$ cat config.mk
export PLATFORM = sky130hd
export DESIGN_NAME = sram_arbiter
export DESIGN_NICKNAME = d
export VERILOG_FILES = /design/src/rtl/mem_pkg.sv /design/src/rtl/rr_pick.sv /design/src/rtl/sram_arbiter.sv
export SDC_FILE = /design/constraint.sdc
export NUM_CORES = 1
export LEC_CHECK = 0
export CORE_MARGIN = 2
export CORE_UTILIZATION = 43
export CTS_BUF_LIST = sky130_fd_sc_hd__clkbuf_16
export CTS_CLUSTER_DIAMETER = 30
export DETAILED_ROUTE_END_ITERATION = 12
export PLACE_DENSITY = 0.95
export SYNTH_ARGS = -nofsm -noshare
export SYNTH_HDL_FRONTEND = slang
export SYNTH_HIERARCHICAL = 1
export SYNTH_SLANG_ARGS = --single-unit
$ cat constraint.sdc
create_clock -name clk -period 4.2 [get_ports clk]
set_clock_uncertainty 0.15 [all_clocks]
set_input_delay 0.63 -clock clk [delete_from_list [all_inputs] [get_ports clk]]
set_output_delay 0.63 -clock clk [all_outputs]
set_load 0.05 [all_outputs]
$ cat src/rtl/mem_pkg.sv
// Shared definitions for the SRAM port arbiter: state encoding, port indices
// and default bus widths.
package mem_pkg;

    localparam int ADDR_W_DEF = 20;
    localparam int DATA_W_DEF = 32;
    localparam int P0_CNT_W   = 3;
    localparam int TCNT_W     = 8;

    typedef enum logic [1:0] {
        ST_IDLE    = 2'd0,
        ST_ACCESS  = 2'd1,
        ST_RELEASE = 2'd2
    } arb_state_t;

    localparam logic [1:0] PORT_VGA  = 2'd0;
    localparam logic [1:0] PORT_CAM  = 2'd1;
    localparam logic [1:0] PORT_UART = 2'd2;

    function automatic logic [2:0] port_onehot(input logic [1:0] port);
        case (port)
            PORT_VGA:  return 3'b001;
            PORT_CAM:  return 3'b010;
            PORT_UART: return 3'b100;
            default:   return 3'b000;
        endcase
    endfunction

endpackage

$ cat src/rtl/rr_pick.sv
// Winner selection: port 0 has priority, bounded by a burst counter so ports
// 1/2 cannot starve; ports 1 and 2 alternate via the rr bit.
module rr_pick
    import mem_pkg::*;
#(
    parameter int P0_BURST = 4
) (
    input  logic [2:0]          req,
    input  logic                rr,
    input  logic [P0_CNT_W-1:0] p0_cnt,
    output logic                valid,
    output logic [1:0]          port
);

    localparam logic [P0_CNT_W-1:0] P0_MAX = P0_CNT_W'(P0_BURST);

    logic starve_s;

    // rr = 0 prefers port 1, rr = 1 prefers port 2
    always_comb begin
        valid    = 1'b0;
        port     = PORT_VGA;
        starve_s = (p0_cnt == P0_MAX) && (req[1] || req[2]);
        if (req[0] && !starve_s) begin
            valid = 1'b1;
            port  = PORT_VGA;
        end else if (req[1] && req[2]) begin
            valid = 1'b1;
            port  = rr ? PORT_UART : PORT_CAM;
        end else if (req[1]) begin
            valid = 1'b1;
            port  = PORT_CAM;
        end else if (req[2]) begin
            valid = 1'b1;
            port  = PORT_UART;
        end else begin
            valid = 1'b0;
            port  = PORT_VGA;
        end
    end

endmodule

$ cat src/rtl/sram_arbiter.sv
// Three-way arbiter for the single ram_ctrl SRAM port (VGA, camera, UART dump).
// One word per grant; ack/err pulse on entry to RELEASE.
module sram_arbiter
    import mem_pkg::*;
#(
    parameter int ADDR_W   = ADDR_W_DEF,
    parameter int DATA_W   = DATA_W_DEF,
    parameter int TIMEOUT  = 255,
    parameter int P0_BURST = 4
) (
    input  logic                clk,
    input  logic                rst,
    input  logic [2:0]          req,
    input  logic [2:0]          we,
    input  logic [3*ADDR_W-1:0] addr,
    input  logic [3*DATA_W-1:0] wdata,
    output logic [2:0]          ack,
    output logic [2:0]          err,
    output logic [DATA_W-1:0]   rdata,
    output logic                busy,
    output logic [1:0]          grant_id,
    output logic                mem_read,
    output logic                mem_write,
    output logic [ADDR_W-1:0]   mem_addr,
    output logic [DATA_W-1:0]   mem_wdata,
    input  logic                mem_done,
    input  logic [DATA_W-1:0]   mem_rdata
);

    localparam logic [TCNT_W-1:0]   TIMEOUT_C = TCNT_W'(TIMEOUT);
    localparam logic [P0_CNT_W-1:0] P0_MAX    = P0_CNT_W'(P0_BURST);

    arb_state_t          state_r;
    logic [TCNT_W-1:0]   tcnt_r;
    logic [P0_CNT_W-1:0] p0_cnt_r;
    logic                rr_r;
    logic                is_write_r;

    logic                pick_valid_s;
    logic [1:0]          pick_port_s;
    logic                p12_s;
    logic                sel_we_s;
    logic [ADDR_W-1:0]   sel_addr_s;
    logic [DATA_W-1:0]   sel_wdata_s;

    rr_pick #(.P0_BURST(P0_BURST)) u_rr_pick (
        .req    (req),
        .rr     (rr_r),
        .p0_cnt (p0_cnt_r),
        .valid  (pick_valid_s),
        .port   (pick_port_s)
    );

    // Route the winning port's transaction fields to the latch inputs
    always_comb begin
        p12_s = req[1] || req[2];
        case (pick_port_s)
            PORT_VGA: begin
                sel_we_s    = we[0];
                sel_addr_s  = addr[0*ADDR_W +: ADDR_W];
                sel_wdata_s = wdata[0*DATA_W +: DATA_W];
            end
            PORT_CAM: begin
                sel_we_s    = we[1];
                sel_addr_s  = addr[1*ADDR_W +: ADDR_W];
                sel_wdata_s = wdata[1*DATA_W +: DATA_W];
            end
            PORT_UART: begin
                sel_we_s    = we[2];
                sel_addr_s  = addr[2*ADDR_W +: ADDR_W];
                sel_wdata_s = wdata[2*DATA_W +: DATA_W];
            end
            default: begin
                sel_we_s    = 1'b0;
                sel_addr_s  = '0;
                sel_wdata_s = '0;
            end
        endcase
    end

    // Arbitration FSM with all outputs registered
    always_ff @(posedge clk or negedge rst) begin
        if (!rst) begin
            state_r    <= ST_IDLE;
            tcnt_r     <= '0;
            p0_cnt_r   <= '0;
            rr_r       <= 1'b0;
            is_write_r <= 1'b0;
            ack        <= 3'b000;
            err        <= 3'b000;
            rdata      <= '0;
            busy       <= 1'b0;
            grant_id   <= PORT_VGA;
            mem_read   <= 1'b0;
            mem_write  <= 1'b0;
            mem_addr   <= '0;
            mem_wdata  <= '0;
        end else begin
            ack <= 3'b000;
            err <= 3'b000;
            case (state_r)
                ST_IDLE: begin
                    if (pick_valid_s) begin
                        state_r    <= ST_ACCESS;
                        busy       <= 1'b1;
                        grant_id   <= pick_port_s;
                        tcnt_r     <= '0;
                        is_write_r <= sel_we_s;
                        mem_read   <= !sel_we_s;
                        mem_write  <= sel_we_s;
                        mem_addr   <= sel_addr_s;
                        mem_wdata  <= sel_wdata_s;
                        if (pick_port_s == PORT_VGA) begin
                            // burst count only advances while someone else waits
                            if (p12_s && (p0_cnt_r != P0_MAX)) begin
                                p0_cnt_r <= p0_cnt_r + P0_CNT_W'(1);
                            end
                        end else begin
                            p0_cnt_r <= '0;
                            rr_r     <= (pick_port_s == PORT_CAM);
                        end
                    end else begin
                        state_r <= ST_IDLE;
                        busy    <= 1'b0;
                    end
                end
                ST_ACCESS: begin
                    if (mem_done) begin
                        mem_read  <= 1'b0;
                        mem_write <= 1'b0;
                        if (!is_write_r) begin
                            rdata <= mem_rdata;
                        end
                        ack     <= port_onehot(grant_id);
                        state_r <= ST_RELEASE;
                    end else if (tcnt_r == TIMEOUT_C) begin
                        mem_read  <= 1'b0;
                        mem_write <= 1'b0;
                        ack       <= port_onehot(grant_id);
                        err       <= port_onehot(grant_id);
                        state_r   <= ST_RELEASE;
                    end else begin
                        tcnt_r <= tcnt_r + TCNT_W'(1);
                    end
                end
                ST_RELEASE: begin
                    // ram_ctrl must drop workdone before the next strobe
                    if (!mem_done) begin
                        state_r <= ST_IDLE;
                        busy    <= 1'b0;
                    end
                end
                default: begin
                    state_r   <= ST_IDLE;
                    busy      <= 1'b0;
                    mem_read  <= 1'b0;
                    mem_write <= 1'b0;
                end
            endcase
        end
    end

endmodule

==> results of run 1 <==
==> flip-flops by register name, indices dropped and copies added, names as in the netlist <==
register    flops
grant_id        2
p0_cnt_r        3
rr_r            1
ack             3
mem_read        1
rdata          32
is_write_r      1
mem_write       1
tcnt_r          8
err             3
busy            1
state_r         2
mem_wdata      32
mem_addr       20
==> layout make-up <==
| class | count | area (um^2) |
|---|---|---|
| clock inverter | 5 | 36.3 |
| timing repair buffer | 297 | 2970 |
| antenna | 1 | 2.50 |
| inverter | 7 | 26.3 |
| tap | 172 | 215 |
| clock buffer | 9 | 225 |
| multi-input combinational | 387 | 2540 |
| sequential | 110 | 2750 |
| fill | 909 | 3800 |
==> how the worst min path moves through the flow <==
stage,cells past startpoint,to,slack (ns),from
4_1_cts,1,rdata[9]$_DFFE_PN0P_,0.11,rst
5_1_grt,1,rdata[8]$_DFFE_PN0P_,0.14,rst
2_1_floorplan,0,ack[0]$_DFF_PN0_,0.18,rst
3_3_place_gp,2,mem_addr[10]$_DFFE_PN0P_,0.31,mem_addr[10]$_DFFE_PN0P_
3_5_place_dp,2,mem_addr[13]$_DFFE_PN0P_,0.32,mem_addr[13]$_DFFE_PN0P_
6_report,1,rdata[12]$_DFFE_PN0P_,0.1,rst
==> metal layers <==
layer | vias to the layer above | part of all wire (%) | track usage [%]
met5 | - | 0 | 0
met4 | 0 | 2.3 | 9.25
met3 | 23 | 9.6 | 7.36
met2 | 222 | 50 | 41.7
met1 | 2385 | 38 | 26.7
li1 | 2412 | - | -
==> worst max-delay path: stages (launching register included) <==
cell,delay (ns)
dfrtp_1,0.41
or3b_1,0.48
a221oi_4,0.29
nor2b_4,1.06
a21oi_1,0.21
o21ai_0,0.20
==> Yosys cell counts, drive strengths merged (3+ instances only) <==
| cell type | instances | area [um^2] |
|---|---|---|
| a21oi | 58 | 290 |
| a31oi | 3 | 18.8 |
| buf | 20 | 164 |
| clkbuf | 16 | 60.1 |
| dfrtp | 110 | 2750 |
| ha | 3 | 37.5 |
| inv | 7 | 26.3 |
| mux2 | 32 | 473 |
| mux2i | 53 | 531 |
| nand2 | 68 | 255 |
| nand2b | 3 | 21.3 |
| nand3 | 7 | 35.0 |
| nor2 | 61 | 231 |
| nor2b | 3 | 23.8 |
| nor3 | 4 | 20.0 |
| nor3b | 3 | 32.5 |
| o21ai | 67 | 339 |
==> kinds of logic (layout without fill, tap and decap cells) <==
kind of cell	Yosys count	after routing	share of synthesized area, %
and+or+nand+nor	159	159	12.7
AOI/OAI and AO/OA	139	139	13.6
DFF	110	110	50.1
muxes	85	85	18.3
buffers and inverters	43	318	4.55
adders and majority gates	3	3	0.683
xor gates and xnor gates	1	1	0.159
other	0	1	0
==> report_power, final <==
part | switching (mW) | total, mW | internal (mW) | leakage (nW)
sequential | 0.307 | 1.84 | 1.53 | 1.37
clock | 0.379 | 0.776 | 0.397 | 0.121
combinational | 2.44 | 3.85 | 1.41 | 2.19
==> metrics.md, run 1 <==
| Metric | Value |
|---|---|
| Peak VDD IR | `0.373 mV` |
| Pin count of the biggest net entering global routing | `111` |
| Vias per inst | `5.10` |
| R2r setup slk | `1.30 ns` |
| H-tree Lvls | `3` |
| Routed vias | `5042` |
| Syn Nets | `740` |
| I/O pins | `292` |
| Crit share post-route | `69.0%` |
| Area Growth Syn to Fin | `59.5%` |
| Critical Path Start Type | `register` |
| Most common cell after layout, fill and taps aside | `clkdlybuf4s50_1` |
| Top_reg_cell synth | `dfrtp_1` |
| Critical Path End | `mem_wdata[13]$_DFFE_PN0P_` |
| Final Util | `69.8%` |
| Mean Syn Cell Area | `10.2 um^2` |
| Async SR Flop Fraction | `100%` |
| Remaining DRCs | `0` |
| Least-Margin Pin Slew | `1.28 ns` |
| Pwr Density | `737 nW/um^2` |
| Post-CTS Resized | `0` |
| Kind of critical path | `register to register` |
| CTS tree | `built` |
| Post-DR wirelength/cell | `16.8 um` |
| Clk_lat worst skew | `0.35 ns` |
| Die Wd | `117 um` |
| Yosys reg bits | `110` |
| Mapped Area | `5500 um^2` |
| Worst Hold Class | `input pin to async pin` |
| Register area share after synthesis | `50.1%` |
| Post-synth cell types | `46` |
| Setup Viol. Count Final | `0` |
| Setup TNS | `0 ns` |
| Final Hold Fails | `0` |
| Clock Root Buffer | `clkbuf_16` |
| Final WL | `16600 um` |
| DP Worst Slack | `0.944 ns` |
| Minimum clock period | `2.90 ns` |
| GRT Residual Overflow | `0` |
| Fmax | `0.345 GHz` |
| Mapped Cells | `540` |
| Core ar. | `12600 um^2` |
| Vias in the first global route | `4936` |
| FP Rows | `41` |
| Die area | `13700 um^2` |
| Slew HR | `14.3%` |
| Clk sinks | `110` |
| CP arrival | `2.99 ns` |
| Dpl hpwl | `12400 um` |
| Status | `completed` |
| Initial core utilization | `43.7%` |
| Post-synth EDFFs | `0` |
| Post-route cell area | `8770 um^2` |
| Clock transition at the registers of the reported paths | `0.07 ns` |
| Register-to-Register Path Depth | `5` |
| Post-DP Area | `8500 um^2` |
| Crit end category | `register` |
| Commonest non-fill, non-tap cells in the layout | `290 x clkdlybuf4s50_1, 110 x dfrtp_1, 68 x nand2_1` |
| RSZ-0062 raised after global routing | `no` |
| WP data required | `4.30 ns` |
| Non-filler cells, final | `988` |
| Total global-route track usage | `23.6%` |
| Max-Cap Viols | `0` |
| Setup slack after layout | `1.30 ns` |
| Fraction of layout cells with a size suffix above 1 | `8.10%` |
| Synth warn | `6` |
| Reg-to-Reg End | `mem_wdata[13]$_DFFE_PN0P_` |
| CP max FO | `52` |
| Die Y | `117 um` |
| Pleak | `3.68 nW` |
| Port Buffers | `291` |
| Final Max Tran Viols | `0` |
| Setup bufs post-CTS | `0` |
| CTS hold repair buffers | `0` |
| Post-layout power | `6.46 mW` |
| Inst Count DP | `973` |
| # nets final | `1012` |
| Gpl congestion | `0.817` |
| CTS Buf Count | `9` |
| Drt first pass iters | `4` |
| Antenna violations before repair | `0` |
| First DRT Iteration DRCs | `207` |
| WHS | `0.0957 ns` |
| First-pass GRT wire length | `24800 um` |
| Reg2reg start | `p0_cnt_r[1]$_DFFE_PN0P_` |
| Max clock buf depth | `2` |
| CP Launch Point | `p0_cnt_r[1]$_DFFE_PN0P_` |
| Antenna Nets Post-Route | `0` |
(Power assumes the default switching activity.)
==> run 2, diff against run 1 <==
--- a/config.mk
+++ b/config.mk
@@ -6,11 +6,11 @@
 export NUM_CORES = 1
 export LEC_CHECK = 0
 export CORE_MARGIN = 2
-export CORE_UTILIZATION = 43
+export CORE_UTILIZATION = 36
 export CTS_BUF_LIST = sky130_fd_sc_hd__clkbuf_16
 export CTS_CLUSTER_DIAMETER = 30
 export DETAILED_ROUTE_END_ITERATION = 12
-export PLACE_DENSITY = 0.95
+export PLACE_DENSITY = 0.89
 export SYNTH_ARGS = -nofsm -noshare
 export SYNTH_HDL_FRONTEND = slang
 export SYNTH_HIERARCHICAL = 1
==> constraint.sdc (replaced) <==
create_clock -name clk -period 2.6 [get_ports clk]
set_clock_uncertainty 0.15 [all_clocks]
set_input_delay 0.39 -clock clk [delete_from_list [all_inputs] [get_ports clk]]
set_output_delay 0.39 -clock clk [all_outputs]
set_load 0.05 [all_outputs]
==> run 2 against run 1 <==
Compared with the run above:
- die area rose by 19%
- final area rose by 3.0%
- first-iteration DRC count fell by 0.97%
- final cell count rose by 3.2%
- sequential power rose by 61%
- critical path type unchanged
- critical endpoint is now mem_addr[1]$_DFFE_PN0P_
- largest power group unchanged
==> metrics.md, run 2 (synthesis results as in run 1) <==
| Metric | Value |
|---|---|
| Status | `completed` |
| Vias in the first global route | `5169 (+4.7%)` |
| Final Max Tran Viols | `0 (unchanged)` |
| Die area | `16300 um^2 (+19%)` |
| # nets final | `1027 (+1.5%)` |
| Fraction of layout cells with a size suffix above 1 | `9.98% (+1.9 points)` |
| Critical Path Start Type | `register` |
| Peak VDD IR | `0.694 mV (+86%)` |
| Reg2reg start | `p0_cnt_r[1]$_DFFE_PN0P_` |
| Antenna violations before repair | `0 (unchanged)` |
| Hold endpoint | `mem_wdata[5]$_DFFE_PN0P_` |
| Fmax | `0.409 GHz (+18%)` |
| CTS Buf Count | `9 (unchanged)` |
| Setup TNS | `0 ns (unchanged)` |
| Register-to-Register Path Depth | `8 (+3)` |
| Pleak | `3.81 nW (+3.5%)` |
| Pin count of the biggest net entering global routing | `111 (unchanged)` |
| First-pass GRT wire length | `26400 um (+6.5%)` |
| Gpl congestion | `0.819 (+0.22%)` |
| GRT Residual Overflow | `0 (unchanged)` |
| Die Wd | `128 um (+9.0%)` |
| Area Growth Syn to Fin | `64.4%` |
| CP max-delay cell | `or3b_1` |
| Dpl hpwl | `13000 um (+4.3%)` |
| Initial core utilization | `36.6% (-7.2 points)` |
| Routed vias | `5044 (+0.040%)` |
| Max incr delay on CP | `0.48 ns (-0.58 ns)` |
| Final Hold Fails | `0 (unchanged)` |
| Kind of critical path | `register to register` |
| Largest registers | `mem_wdata: 32 flops, rdata: 32 flops, mem_addr: 20 flops` |
| Crit share post-route | `94.0% (+25 points)` |
| CTS tree | `built` |
| DP Worst Slack | `0.0708 ns (-0.873 ns)` |
| Max-Cap Viols | `0 (unchanged)` |
| WHS | `0.330 ns (+0.234 ns)` |
| Reg-to-Reg End | `mem_addr[1]$_DFFE_PN0P_` |
| Setup slack after layout | `0.155 ns (-1.15 ns)` |
| WP buf/inv | `2 (+2)` |
| Clock Root Buffer | `clkbuf_16` |
| FP Rows | `45 (+9.8%)` |
| Vias per inst | `4.95 (-3.1%)` |
| Post-layout power | `10.7 mW (+66%)` |
| Clk sinks | `110 (unchanged)` |
| Worst Hold Class | `register to register` |
| RSZ-0062 raised after global routing | `no` |
| Crit-path leading delay family | `simple AND/OR/NAND/NOR gates` |
| Max clock buf depth | `2 (unchanged)` |
| Die Y | `128 um (+9.0%)` |
| Final WL | `17000 um (+2.4%)` |
| Cell Chain, Critical Path | `or3b_1 -> a221oi_4 -> buf_12 -> buf_4 -> mux2i_1 -> nor2_1 -> a21oi_1 -> o21ai_0` |
| CP max FO | `20 (-62%)` |
| Core ar. | `15000 um^2 (+20%)` |
| Clock transition at the registers of the reported paths | `0.07 ns (about the same)` |
| Pwr Density | `1190 nW/um^2 (+61%)` |
| Total global-route track usage | `20.7% (-2.9 points)` |
| Setup bufs post-CTS | `0 (unchanged)` |
| Diode count | `0 (-1)` |
| WP data required | `2.68 ns (-1.62 ns)` |
| Drt first pass iters | `4 (unchanged)` |
| Slew HR | `61.2% (+47 points)` |
| Post-CTS Resized | `0 (unchanged)` |
| CTS hold repair buffers | `1 (+1)` |
| Most common cell after layout, fill and taps aside | `clkdlybuf4s50_1` |
| Crit end category | `register` |
| Clk_lat worst skew | `0.35 ns (about the same)` |
| Antenna Nets Post-Route | `0 (unchanged)` |
| Minimum clock period | `2.45 ns (-0.451 ns)` |
| First DRT Iteration DRCs | `205 (-0.97%)` |
| Commonest non-fill, non-tap cells in the layout | `290 x clkdlybuf4s50_1, 110 x dfrtp_1, 68 x nand2_1` |
| Hold path start | `mem_wdata[5]$_DFFE_PN0P_` |
| I/O pins | `292 (unchanged)` |
| H-tree Lvls | `3 (unchanged)` |
| Least-Margin Pin Slew | `0.582 ns (-0.700 ns)` |
| CP arrival | `2.52 ns (-0.47 ns)` |
| Setup Viol. Count Final | `0 (unchanged)` |
| Port Buffers | `291 (unchanged)` |
| R2r setup slk | `0.15 ns (-1.15 ns)` |
| Post-DR wirelength/cell | `16.7 um (-0.79%)` |
| Hold path depth | `2` |
| Remaining DRCs | `0 (unchanged)` |
| Filler cell count in the final layout | `1222 (+34%)` |
[run 2: cell type report]
cell class / instances / area [um^2] / area share (%)
clock inverter: 7 / 57.6 / 0.637
tap: 188 / 235 / 2.60
timing repair buffer: 312 / 3200 / 35.4
clock buffer: 9 / 225 / 2.49
sequential: 110 / 2750 / 30.5
inverter: 7 / 26.3 / 0.291
multi-input combinational: 387 / 2540 / 28.1
[run 2: tightest hold or removal path: cells and delay by family, from the launching register on]
family           cells  cell delay, ns
AO/OA/AOI/OAI        1            0.06
flip-flops           1            0.34
AND/OR/NAND/NOR      1            0.04
[run 2: worst max-delay path by stage]
| stage | endpoint | start | depth (start not counted) | slack [ns] |
|---|---|---|---|---|
| after floorplan | mem_addr[16]$_DFFE_PN0P_ | p0_cnt_r[1]$_DFFE_PN0P_ | 7 | 0.35 |
| after global placement | mem_addr[1]$_DFFE_PN0P_ | req[1] | 8 | 0.18 |
| after detailed placement | mem_addr[1]$_DFFE_PN0P_ | req[1] | 8 | 0.07 |
| after CTS | mem_addr[1]$_DFFE_PN0P_ | p0_cnt_r[1]$_DFFE_PN0P_ | 8 | 0.15 |
| after global routing | mem_addr[1]$_DFFE_PN0P_ | p0_cnt_r[0]$_DFFE_PN0P_ | 8 | 0.001 |
| final | mem_addr[1]$_DFFE_PN0P_ | p0_cnt_r[1]$_DFFE_PN0P_ | 8 | 0.15 |
[run 2: per-layer routing]
layer	global-route usage, %	share of wire, %	up-vias
met4	5.56	1.1	0
li1	-	-	2439
met2	37.4	51	227
met3	5.57	8.4	13
met5	0	0	-
met1	24.3	39	2365
[run 2: report_power, final]
group / internal [mW] / switching, mW
combinational: 2.44 / 3.99
sequential: 2.47 / 0.494
clock: 0.665 / 0.668
total: 5.58 / 5.15
[run 2: through the flow]
step | instance area (um^2) | std cells | util, %
6_report | 9030 | 1020 | 60.1
5_1_grt | 9030 | 1020 | 60.1
4_1_cts | 9030 | 1020 | 60.1
3_5_place_dp | 8740 | 1003 | 58.1
3_3_place_gp | 8740 | 1003 | 58.1
2_1_floorplan | 5500 | 540 | -
==> run 3, diff against run 2 <==
--- a/config.mk
+++ b/config.mk
@@ -6,11 +6,11 @@
 export NUM_CORES = 1
 export LEC_CHECK = 0
 export CORE_MARGIN = 2
-export CORE_UTILIZATION = 36
+export CORE_UTILIZATION = 30
 export CTS_BUF_LIST = sky130_fd_sc_hd__clkbuf_16
 export CTS_CLUSTER_DIAMETER = 30
 export DETAILED_ROUTE_END_ITERATION = 12
-export PLACE_DENSITY = 0.89
+export PLACE_DENSITY = 0.78
 export SYNTH_ARGS = -nofsm -noshare
 export SYNTH_HDL_FRONTEND = slang
 export SYNTH_HIERARCHICAL = 1
==> run 3 against run 2 <==
Compared with the run above:
- first-iteration DRC count is 17% lower
- highest routed layer unchanged
- critical endpoint is now mem_addr[12]$_DFFE_PN0P_
- final cell count is 3.7% higher
- worst setup slack better by 0.018 ns
==> metrics.md, run 3 (synthesis results as in run 1) <==
| Metric | Value |
|---|---|
| Die Y | `139 um (+9.2%)` |
| Core ar. | `18000 um^2 (+19%)` |
| Switching Fraction | `47.6% (-0.45 points)` |
| Internal power | `5.65 mW (+1.3%)` |
| P_sw | `5.12 mW (-0.54%)` |
| Worst Hold Class | `register to register` |
| Register-to-Register Path Depth | `8 (unchanged)` |
| Largest registers | `mem_wdata: 32 flops, rdata: 32 flops, mem_addr: 20 flops` |
| Hold path depth | `2 (unchanged)` |
| Antenna Nets Post-Route | `0 (unchanged)` |
| Max-Cap Viols | `0 (unchanged)` |
| Minimum clock period | `2.43 ns (-0.0181 ns)` |
| Port Buffers | `291 (unchanged)` |
| First DRT Iteration DRCs | `171 (-17%)` |
| Die area | `19400 um^2 (+19%)` |
| Setup TNS | `0 ns (unchanged)` |
| CP max FO | `16 (-20%)` |
| Fraction of layout cells with a size suffix above 1 | `9.77% (-0.21 points)` |
| Fmax | `0.412 GHz (+0.74%)` |
| Total global-route track usage | `17.5% (-3.2 points)` |
| Setup Viol. Count Final | `0 (unchanged)` |
| Max clock buf depth | `2 (unchanged)` |
| Clock Root Buffer | `clkbuf_16` |
| Pin count of the biggest net entering global routing | `62 (-44%)` |
| Kind of critical path | `register to register` |
| Slew HR | `62.9% (+1.7 points)` |
| Hold path start | `mem_addr[13]$_DFFE_PN0P_` |
| Reg2reg start | `p0_cnt_r[1]$_DFFE_PN0P_` |
| Gate power share | `59.3% (-0.6 points)` |
| Remaining DRCs | `0 (unchanged)` |
| Clock transition at the registers of the reported paths | `0.07 ns (about the same)` |
| I/O pins | `292 (unchanged)` |
| Critical Path Start Type | `register` |
| Dpl hpwl | `13000 um (+0.16%)` |
| GRT Residual Overflow | `0 (unchanged)` |
| Vias in the first global route | `5145 (-0.46%)` |
| Vias per inst | `4.67 (-5.5%)` |
| RSZ-0062 raised after global routing | `no` |
| Die Wd | `139 um (+9.2%)` |
| Final Max Tran Viols | `0 (unchanged)` |
| FP Rows | `49 (+8.9%)` |
| Least-Margin Pin Slew | `0.555 ns (-0.0275 ns)` |
| Commonest non-fill, non-tap cells in the layout | `289 x clkdlybuf4s50_1, 110 x dfrtp_1, 68 x nand2_1` |
| Clk pwr share | `13.5% (+1.1 points)` |
| # nets final | `1024 (-0.29%)` |
| Antenna violations before repair | `0 (unchanged)` |
| Final WL | `16800 um (-1.2%)` |
| Gpl congestion | `0.804 (-1.8%)` |
| WP data required | `2.66 ns (-0.02 ns)` |
| CP arrival | `2.49 ns (-0.03 ns)` |
| Routed vias | `4943 (-2.0%)` |
| CTS tree | `built` |
| CTS Buf Count | `9 (unchanged)` |
| Post-route cell area | `9070 um^2 (+0.42%)` |
| Final Hold Fails | `0 (unchanged)` |
| Diode count | `0 (unchanged)` |
| Flop pwr share | `27.3% (-0.3 points)` |
| CP Launch Point | `p0_cnt_r[1]$_DFFE_PN0P_` |
| Drt first pass iters | `4 (unchanged)` |
| Crit share post-route | `93.4% (-0.69 points)` |
| Pwr Density | `1190 nW/um^2 (about the same)` |
| Crit end category | `register` |
| WHS | `0.332 ns (+0.00161 ns)` |
| First-pass GRT wire length | `27000 um (+2.3%)` |
| Pleak | `3.80 nW (-0.32%)` |
| Post-DR wirelength/cell | `15.9 um (-4.8%)` |
| H-tree Lvls | `3 (unchanged)` |
| Status | `completed` |
| Post-DP Area | `8740 um^2 (about the same)` |
| Clk sinks | `110 (unchanged)` |
| Clk_lat worst skew | `0.35 ns (about the same)` |
| Initial core utilization | `30.6% (-6.0 points)` |
| Most common cell after layout, fill and taps aside | `clkdlybuf4s50_1` |
| Area Growth Syn to Fin | `65.1%` |
| Peak VDD IR | `0.936 mV (+35%)` |
==> run 3: cell type report <==
class | count | area (um^2)
Timing Repair Buffer | 309 | 3150
Sequential cell | 110 | 2750
Fill cell | 1626 | 8890
Clock buffer | 9 | 225
Multi-Input combinational cell | 387 | 2540
Clock inverter | 7 | 90.1
Tap cell | 229 | 287
Inverter | 7 | 26.3
==> run 3: per-layer routing <==
metal / up-vias / wire length, um / track usage [%]
met2: 214 / 8420 / 30.9
met3: 13 / 1390 / 5.20
met5: - / 0 / 0
met4: 0 / 227 / 4.94
li1: 2431 / - / -
met1: 2285 / 6770 / 20.6
==> run 3: final timing paths <==
| kind | endpoint | slack (ns) |
|---|---|---|
| worst max-delay path | mem_addr[12]$_DFFE_PN0P_ | 0.17 |
| worst min register to register | mem_addr[13]$_DFFE_PN0P_ | 0.33 |
| max in group asynchronous | mem_addr[10]$_DFFE_PN0P_ | 1.28 |
| min in group asynchronous | rdata[17]$_DFFE_PN0P_ | 0.37 |
| worst max register to register | mem_addr[12]$_DFFE_PN0P_ | 0.17 |
| worst min-delay path | mem_addr[13]$_DFFE_PN0P_ | 0.33 |
==> run 3: power by group through the flow <==
stage | registers, mW | clock network [mW] | logic, mW
after global placement | 2.92 | 0 | 6.35
after detailed placement | 2.98 | 0 | 6.41
final | 2.94 | 1.45 | 6.38
after CTS | 2.95 | 1.51 | 6.43
after global routing | 3.05 | 1.58 | 6.77
after floorplan | 5.28 | 0 | 1.78
==> run 3: stage by stage <==
step	worst slack, ns	std cells	power, mW	utilization (%)
2_1_floorplan	0.350	540	7.06	-
3_3_place_gp	0.0911	1041	9.28	48.7
3_5_place_dp	0.0334	1041	9.39	48.7
4_1_cts	0.110	1058	10.9	50.5
5_1_grt	0.00455	1058	11.4	50.5
6_report	0.173	1058	10.8	50.5
==> run 3: critical path, cell delays in order, from the launching register on <==
cell and delay [ns]:
dfrtp_1 0.41, or3b_1 0.48, a221oi_4 0.36, buf_6 0.20
buf_12 0.18, mux2i_1 0.21, nor2_1 0.06, a21oi_1 0.13
o21ai_0 0.09
==> run 3: repair_timing <==
item | 4_1_cts | 5_1_grt
hold buffers | 1 | 0
hold endpoints to repair | 30 | 0
setup buffers | 0 | 0
setup endpoints to repair | 0 | 5
resized for setup | 0 | 1
